### src/rtl/reg_bank_wb.sv
// Register bank fed by the write-back selector: two registered read ports with
// write bypass, plus a per-register pending-write scoreboard for hazard detection.
module reg_bank_wb #(
  parameter int DATA_W  = 32,
  parameter int ADDR_W  = 4,
  parameter bit ZERO_R0 = 1'b1
) (
  input  logic                  clk,
  input  logic                  rst_n,
  input  logic [DATA_W-1:0]     in_WB,
  input  logic                  WE_RB,
  input  logic [ADDR_W-1:0]     A_W,
  input  logic [ADDR_W-1:0]     A_A,
  input  logic [ADDR_W-1:0]     A_B,
  input  logic                  ISSUE,
  input  logic [ADDR_W-1:0]     A_I,
  output logic [DATA_W-1:0]     out_A,
  output logic [DATA_W-1:0]     out_B,
  output logic                  HAZ,
  output logic [(1<<ADDR_W)-1:0] PEND
);

  localparam int NREGS = 1 << ADDR_W;

  logic [DATA_W-1:0] regs_q [NREGS];
  logic [DATA_W-1:0] out_a_q, out_a_d;
  logic [DATA_W-1:0] out_b_q, out_b_d;
  logic [NREGS-1:0]  pend_q, pend_d;

  logic wr_ok;
  logic byp_a, byp_b;
  logic raw_a, raw_b;

  // A write to r0 is dropped entirely, so it can neither land nor bypass.
  assign wr_ok = WE_RB & ~(ZERO_R0 && (A_W == '0));
  assign byp_a = wr_ok & (A_W == A_A);
  assign byp_b = wr_ok & (A_W == A_B);

  always_comb begin
    out_a_d = regs_q[A_A];
    if (ZERO_R0 && (A_A == '0)) out_a_d = '0;
    else if (byp_a)             out_a_d = in_WB;

    out_b_d = regs_q[A_B];
    if (ZERO_R0 && (A_B == '0)) out_b_d = '0;
    else if (byp_b)             out_b_d = in_WB;
  end

  // A new issue in the same cycle as a write-back wins: the newer producer is still outstanding.
  always_comb begin
    pend_d = pend_q;
    for (int i = 0; i < NREGS; i++) begin
      if (WE_RB && (A_W == ADDR_W'(i)))
        pend_d[i] = 1'b0;
      if (ISSUE && (A_I == ADDR_W'(i)) && !(ZERO_R0 && (i == 0)))
        pend_d[i] = 1'b1;
    end
  end

  // A write arriving this cycle resolves the hazard because the read bypasses it.
  assign raw_a = pend_q[A_A] & ~(WE_RB & (A_W == A_A));
  assign raw_b = pend_q[A_B] & ~(WE_RB & (A_W == A_B));
  assign HAZ   = raw_a | raw_b;

  always_ff @(posedge clk or negedge rst_n) begin
    if (!rst_n) begin
      for (int i = 0; i < NREGS; i++) regs_q[i] <= '0;
      out_a_q <= '0;
      out_b_q <= '0;
      pend_q  <= '0;
    end else begin
      if (wr_ok) regs_q[A_W] <= in_WB;
      out_a_q <= out_a_d;
      out_b_q <= out_b_d;
      pend_q  <= pend_d;
    end
  end

  assign out_A = out_a_q;
  assign out_B = out_b_q;
  assign PEND  = pend_q;

endmodule

### config.mk
export PLATFORM = sky130hd
export DESIGN_NAME = reg_bank_wb
export DESIGN_NICKNAME = d
export VERILOG_FILES = /design/src/rtl/reg_bank_wb.sv
export SDC_FILE = /design/constraint.sdc
export NUM_CORES = 1
export LEC_CHECK = 0
export BUFFER_PORTS_ARGS = -buffer_cell sky130_fd_sc_hd__buf_2
export CORE_MARGIN = 5
export CORE_UTILIZATION = 56
export DETAILED_ROUTE_END_ITERATION = 8
export GPL_TIMING_DRIVEN = 0
export PLACE_DENSITY = 0.83
export SLEW_MARGIN = 20
export SYNTH_ARGS = -nofsm -noshare
export SYNTH_HDL_FRONTEND = slang
export SYNTH_SLANG_ARGS = --single-unit
export TNS_END_PERCENT = 1
### constraint.sdc
create_clock -name clk -period 1.8 [get_ports clk]
set_input_delay 0.27 -clock clk [delete_from_list [all_inputs] [get_ports clk]]
set_output_delay 0.27 -clock clk [all_outputs]
set_load 0.005 [all_outputs]
==> results of run 1 <==
[kinds of logic after synthesis]
kind of cell    after synthesis  synth area share (%)
mux                         784                  39.8
flops                       591                  49.9
simple gates                 92                  1.47
xor+xnor                      7                 0.207
other cells                   1                0.0126
compound gates              219                  5.00
buf+inv                     225                  3.68
[metrics by stage]
stage	area (sq um)	hold slack [ns]	utilization, %	TNS (ns)	power, mW
finish	33900	0.123	64.5	-1.50	40.1
floorplan	29700	-0.0256	-	0	23.9
detailed placement	31300	0.192	59.6	-218.69	26.8
global placement	31100	0.452	59.2	-6711.05	26.0
CTS	33900	0.111	64.4	-0.626	40.1
global route	33900	0.166	64.5	-1.56	41.7
[path summary, 6_finish.rpt]
kind,start,end,slack (ns),cells past startpoint
setup / recovery,A_B[2],HAZ,-0.62,7
hold / removal,rst_n,PEND[1]$_DFFE_PN0P_,0.12,2
setup reg to reg,regs_q[95]$_DFFE_PN0P_,out_B[31]$_DFF_PN0_,0.14,4
hold reg to reg,regs_q[503]$_DFFE_PN0P_,regs_q[503]$_DFFE_PN0P_,0.48,1
max in group asynchronous,rst_n,regs_q[5]$_DFFE_PN0P_,0.40,4
min in group clk,A_B[3],out_B[30]$_DFF_PN0_,0.28,3
[flip-flops by register name, indices dropped and copies added, names as in the netlist]
signal  count
regs_q    512
out_A      32
out_B      32
PEND       15
[layer usage]
metal / up-vias / share of wire [%]
li1: 7890 / -
met1: 10400 / 36
met2: 1152 / 48
met3: 296 / 10
met4: 0 / 5.5
met5: - / 0
[power by group]
part | switching [mW] | leakage (nW) | internal (mW)
sequential | 2.07 | 7.29 | 16.2
clock | 5.52 | 1.04 | 7.75
combinational | 3.38 | 6.32 | 5.23
total | 11.0 | 14.7 | 29.2
[placed cells by master, fill, tap and decap left out, drive strengths merged, types with 3 or more instances in the layout]
master / netlist / final
dfrtp: 591 / 591
mux2: 480 / 480
mux4: 262 / 262
buf: 119 / 243
clkbuf: 105 / 196
o22ai: 95 / 95
a22o: 66 / 66
nor2: 43 / 43
mux2i: 42 / 42
dlygate4sd3: 0 / 39
a21oi: 33 / 33
o21ai: 19 / 19
clkinv: 0 / 15
nand2: 14 / 14
nand2b: 9 / 9
nand3b: 6 / 6
bufinv: 0 / 6
inv: 1 / 5
xnor2: 4 / 4
nor3: 4 / 4
nand3: 4 / 4
clkinvlp: 0 / 4
diode: 0 / 3
xor2: 3 / 3
or3: 3 / 3
or2: 3 / 3
[timing repair]
item | CTS | global route
resized for setup | 8 | 13
gates cloned | 0 | 0
hold buffers | 39 | 0
pin swaps | 1 | 0
setup buffers | 4 | 0
setup endpoints to repair | 35 | 70
hold endpoints to repair | 446 | 0
[critical path: stages]
cell,delay [ns]
clkbuf_2,0.26
buf_2,0.37
buf_2,0.44
mux4_2,0.37
mux2i_1,0.14
a22o_1,0.16
buf_2,0.12
[final cells by class]
type | instances | area [sq um]
multi-input combinational | 1103 | 13800
fill | 3632 | 18700
tap | 688 | 861
timing repair buffer | 171 | 1210
buffer | 224 | 1130
clock inverter | 29 | 335
sequential | 591 | 14800
inverter | 1 | 3.75
antenna | 3 | 7.51
clock buffer | 84 | 1770
==> summary.txt, run 1 <==
Yosys reg bits: 591
setup ws final: -0.621 ns
met3 usage: 8.79%
Routed Antenna Nets: 0
Final Max Tran Viols: 0
fin crit share: 135%
number of global-route vias before repair: 21600
core footprint: 52600 sq um
Async SR Flop Fraction: 100%
failing checks: negative setup slack
most frequent cell after synthesis: dfrtp_1
Buffers on Ports: 122
Max Cap Violations: 0
row count: 84
htree depth: 2
RSZ-0062 raised after global routing: yes
met2 usage: 47.2%
clock tree sinks: 591
Ys Warns: 0
Yosys top cell area share: 49.9%
Yosys top cell by area: dfrtp_1
DRT Pass-1 Iters: 5
Routed WL: 84600 microns
Clock transition at path regs: 0.06 ns
Routability Congestion: 0.909
CTS tree: built
gr usage total: 29.6%
largest net degree at the start of global routing: 111
nature of the critical path startpoint: primary input
Vias per Instance: 6.81
routed len/inst: 29.2 microns
synthesis-to-layout area growth: 14.3%
Post-Place Worst Slack: -0.892 ns
Max clock buf depth: 3
Die Span Y: 240 microns
VDD IR max: 0.000985 V
Post-synth EDFFs: 0
DIE WIDTH: 240 microns
crit path DAT: 2.15 ns
final routed DRC violation total: 0
post-synth cell types: 37
kind of critical path: primary input to primary output
Post-Syn Instances: 1919
Syn Area/Cell: 15.5 sq um
Layout Cells excl Fill: 2894
die area: 57700 sq um
Required @ worst endpoint: 1.53 ns
final setup vio count: 39
critical path endpoint category: primary output
initial antenna violation count: 3
DR vias: 19700
outcome: finished, violations left
Seq/Total Area, Yosys: 49.9%
Starting Density: 56.4%
synth cell count leaders: 591 x dfrtp_1, 413 x mux2_2, 262 x mux4_2
first-pass GRT wire length: 129000 microns
Worst-Margin Slew: 1.01 ns
ys flop type: dfrtp_1
fin crit period: 2.42 ns
Critical Path Fanout Max: 10
max_slew headroom: 32.7%
Leakage: 14.7 nW
worst hold-check path type: primary input to asynchronous set/reset pin
first-iteration detailed-routing DRC count: 2039
met1 Track Usage GR: 37.4%
fmax: 413 MHz
Synth Net Count: 1971
Inst Count DP: 2735
total global routing overflow: 0
grt peak-use layer: met2
Synth area leaders: dfrtp_1 50%, mux4_2 20%, mux2_2 16%
TritonCTS buffer count: 61
endpoints failing hold: 0
detailed placer's ending HPWL: 56200 microns
clock root buffer: clkbuf_16
layout cells sized above 1: 48.2%
clock skew: 0.0257 ns
final net count: 2205
PD cells: 1180 nW/um^2
Syn Std Cell Area: 29700 sq um
clock latency on the worst-skew pair: 0.65 ns
I/O pin total: 133
Note: power is estimated with default switching activity, not from simulation.
==> run 2: changes to the inputs <==
--- a/config.mk
+++ b/config.mk
@@ -13,2 +13,3 @@
 export PLACE_DENSITY = 0.83
+export RECOVER_POWER = 25
 export SLEW_MARGIN = 20
==> constraint.sdc (replaced) <==
create_clock -name clk -period 1.8 [get_ports clk]
set_input_delay 0.18 -clock clk [delete_from_list [all_inputs] [get_ports clk]]
set_output_delay 0.18 -clock clk [all_outputs]
set_load 0.005 [all_outputs]
==> run 2 against run 1 <==
The flow finishes with violations (negative hold slack, max-slew violations, negative setup slack); cell count down 0.21%; wire length up 1.9%; via count is 1.3% higher; worst setup slack better by 0.066 ns; highest routed layer is now met5.
==> summary.txt, run 2 (same netlist as run 1, synthesis figures left out) <==
kind of critical path: primary input to primary output
RR Endpoint: out_A[23]$_DFF_PN0_
Comb power frac: 21.7% (+0.2 points)
final net count: 2203 (-0.091%)
number of global-route vias before repair: 21500 (-0.28%)
clock latency on the worst-skew pair: 0.63 ns (-0.02 ns)
nature of the critical path startpoint: primary input
final setup TNS: -1.15 ns (+0.354 ns)
register share of total power: 45.8% (+0.3 points)
DIE WIDTH: 240 microns (unchanged)
crit path DAT: 2.18 ns (+0.03 ns)
Layout Cells excl Fill: 2888 (-0.21%)
hold slack: -0.513 ns (-0.636 ns)
first-iteration detailed-routing DRC count: 2196 (+7.7%)
final setup vio count: 27 (-31%)
clock skew: 0.0294 ns (+0.00371 ns)
first-pass GRT wire length: 130000 microns (+0.80%)
critical path endpoint category: primary output
CTS tree: built
Vias per Instance: 6.91 (+1.5%)
Inst Count DP: 2734 (-0.037%)
Power, Total: 39.9 mW (-0.57%)
NetSw: 10.9 mW (-0.61%)
fin crit share: 131% (-3.7 points)
Routability Congestion: 0.906 (-0.34%)
DR vias: 20000 (+1.3%)
TritonCTS buffer count: 60 (-1.6%)
initial antenna violation count: 2 (-1)
core footprint: 52600 sq um (unchanged)
failing checks: negative hold slack, max-slew violations, negative setup slack
area of the multi-input gates: 13800 sq um (unchanged)
clock root buffer: clkbuf_16
Max Cap Violations: 0 (unchanged)
commonest non-fill, non-tap cells in the layout: 591 x dfrtp_1, 413 x mux2_2, 262 x mux4_2
reg2reg start: regs_q[55]$_DFFE_PN0P_
max_slew headroom: -0.129% (-33 points)
htree depth: 2 (unchanged)
outcome: finished, violations left
endpoints failing hold: 121 (+121)
Critical Path Fanout Max: 10 (unchanged)
P_int: 29.0 mW (-0.55%)
Register Area: 14800 sq um (unchanged)
Inserted Diodes: 0 (-3)
final routed DRC violation total: 0 (unchanged)
routed len/inst: 29.9 microns (+2.2%)
Starting Density: 56.4% (unchanged)
die area: 57700 sq um (unchanged)
total global routing overflow: 0 (unchanged)
hold-fix buffer count after cts: 39 (unchanged)
worst hold-check path type: primary input to asynchronous set/reset pin
r2r worst-path depth: 4 (unchanged)
Die Span Y: 240 microns (unchanged)
Routed WL: 86200 microns (+1.9%)
detailed placer's ending HPWL: 56600 microns (+0.58%)
RSZ-0062 raised after global routing: yes
gr usage total: 30.1% (+0.45 points)
largest net degree at the start of global routing: 110 (-0.90%)
PD cells: 1180 nW/um^2 (-0.12%)
fin crit period: 2.36 ns (-0.0662 ns)
Finished Cell Area: 33700 sq um (-0.45%)
clock power share: 32.4% (-0.7 points)
I/O pin total: 133 (unchanged)
Required @ worst endpoint: 1.62 ns (+0.09 ns)
Fill cells: 3619 (-0.36%)
Final Max Tran Viols: 61 (+61)
Sw Ratio: 27.3% (about the same)
synthesis-to-layout area growth: 13.8%
flop-to-flop setup slack: 0.15 ns (about the same)
Clock transition at path regs: 0.06 ns (about the same)
Worst-Margin Slew: 1.50 ns (+0.492 ns)
clock tree sinks: 591 (unchanged)
most common cell after layout, fill and taps aside: dfrtp_1
Leakage: 14.6 nW (-0.52%)
VDD IR max: 0.000758 V (-23%)
Routed Antenna Nets: 0 (unchanged)
setup ws final: -0.555 ns (+0.0662 ns)
DRT Pass-1 Iters: 8 (+3)
fmax: 425 MHz (+2.8%)
Biggest register: regs_q
Placement Cell Area: 31300 sq um (-0.11%)
row count: 84 (unchanged)
max reg flops: 512 (unchanged)
Buffers on Ports: 122 (unchanged)
layout cells sized above 1: 47.6% (-0.57 points)
Max clock buf depth: 3 (unchanged)
-- run 2: cell count changes in the layout (fill, tap and decap cells not counted), moves of 2 or more --
cell / previous run / this run
clkinvlp_4: 4 / 0
diode_2: 3 / 0
buf_2: 206 / 208
clkbuf_8: 16 / 19
clkbuf_1: 104 / 111
buf_1: 0 / 4
inv_6: 3 / 1
clkbuf_2: 11 / 5
buf_16: 6 / 3
-- run 2: worst max-delay path by stage --
stage / to / slack (ns) / start
6_report: HAZ / -0.56 / A_B[1]
5_1_grt: HAZ / -0.61 / PEND[15]$_DFFE_PN0P_
4_1_cts: HAZ / -0.52 / PEND[15]$_DFFE_PN0P_
3_5_place_dp: HAZ / -0.73 / A_B[2]
3_3_place_gp: regs_q[144]$_DFFE_PN0P_ / -11.00 / rst_n
2_1_floorplan: out_B[10]$_DFF_PN0_ / 0.11 / A_B[0]
-- run 2: metal layers --
| metal | part of all wire (%) | track usage (%) | wire length (microns) | vias up |
|---|---|---|---|---|
| met1 | 36 | 38.5 | 30800 | 10500 |
| met3 | 11 | 8.83 | 9270 | 316 |
| met4 | 5.9 | 15.3 | 5080 | 4 |
| met5 | 0.031 | 0 | 27 | - |
| met2 | 48 | 47.3 | 41000 | 1251 |
| li1 | - | - | - | 7882 |
-- run 2: area by class of cell --
class,count,area share (%)
inverter,1,0.0111
timing repair buffer,170,3.39
tap,688,2.55
clock inverter,21,0.727
clock buffer,90,5.35
buffer,224,3.27
multi-input combinational,1103,40.9
sequential,591,43.8
-- run 2: repair_timing --
| action | 4_1_cts | 5_1_grt |
|---|---|---|
| endpoints found under the hold margin | 330 | 91 |
| setup endpoints to repair | 13 | 93 |
| buffers inserted | 4 | 0 |
| pin swaps | 1 | 0 |
| cloned | 0 | 0 |
| gates resized for setup | 5 | 9 |
-- run 2: critical path: stages --
cell	delay (ns)
buf_2	0.13
buf_2	0.34
buf_1	0.76
mux2i_1	0.28
mux2i_1	0.10
a22o_1	0.23
buf_2	0.14
-- run 2: through the flow --
| step | worst slack, ns | hold WS (ns) | util, % |
|---|---|---|---|
| 5_1_grt | -0.606 | -0.477 | 64.2 |
| 3_3_place_gp | -11.00 | 0.433 | 59.2 |
| 6_report | -0.555 | -0.513 | 64.2 |
| 3_5_place_dp | -0.725 | 0.268 | 59.5 |
| 4_1_cts | -0.517 | -0.394 | 64.2 |
| 2_1_floorplan | 0.114 | -0.116 | - |
-- run 2: power groups by stage --
stage | logic [mW] | registers [mW] | clock network [mW]
2_1_floorplan | 6.19 | 17.7 | 0
3_3_place_gp | 8.06 | 18.0 | 0
3_5_place_dp | 8.45 | 18.4 | 0
4_1_cts | 8.65 | 18.2 | 13.0
5_1_grt | 9.24 | 18.6 | 13.6
6_report | 8.67 | 18.3 | 12.9
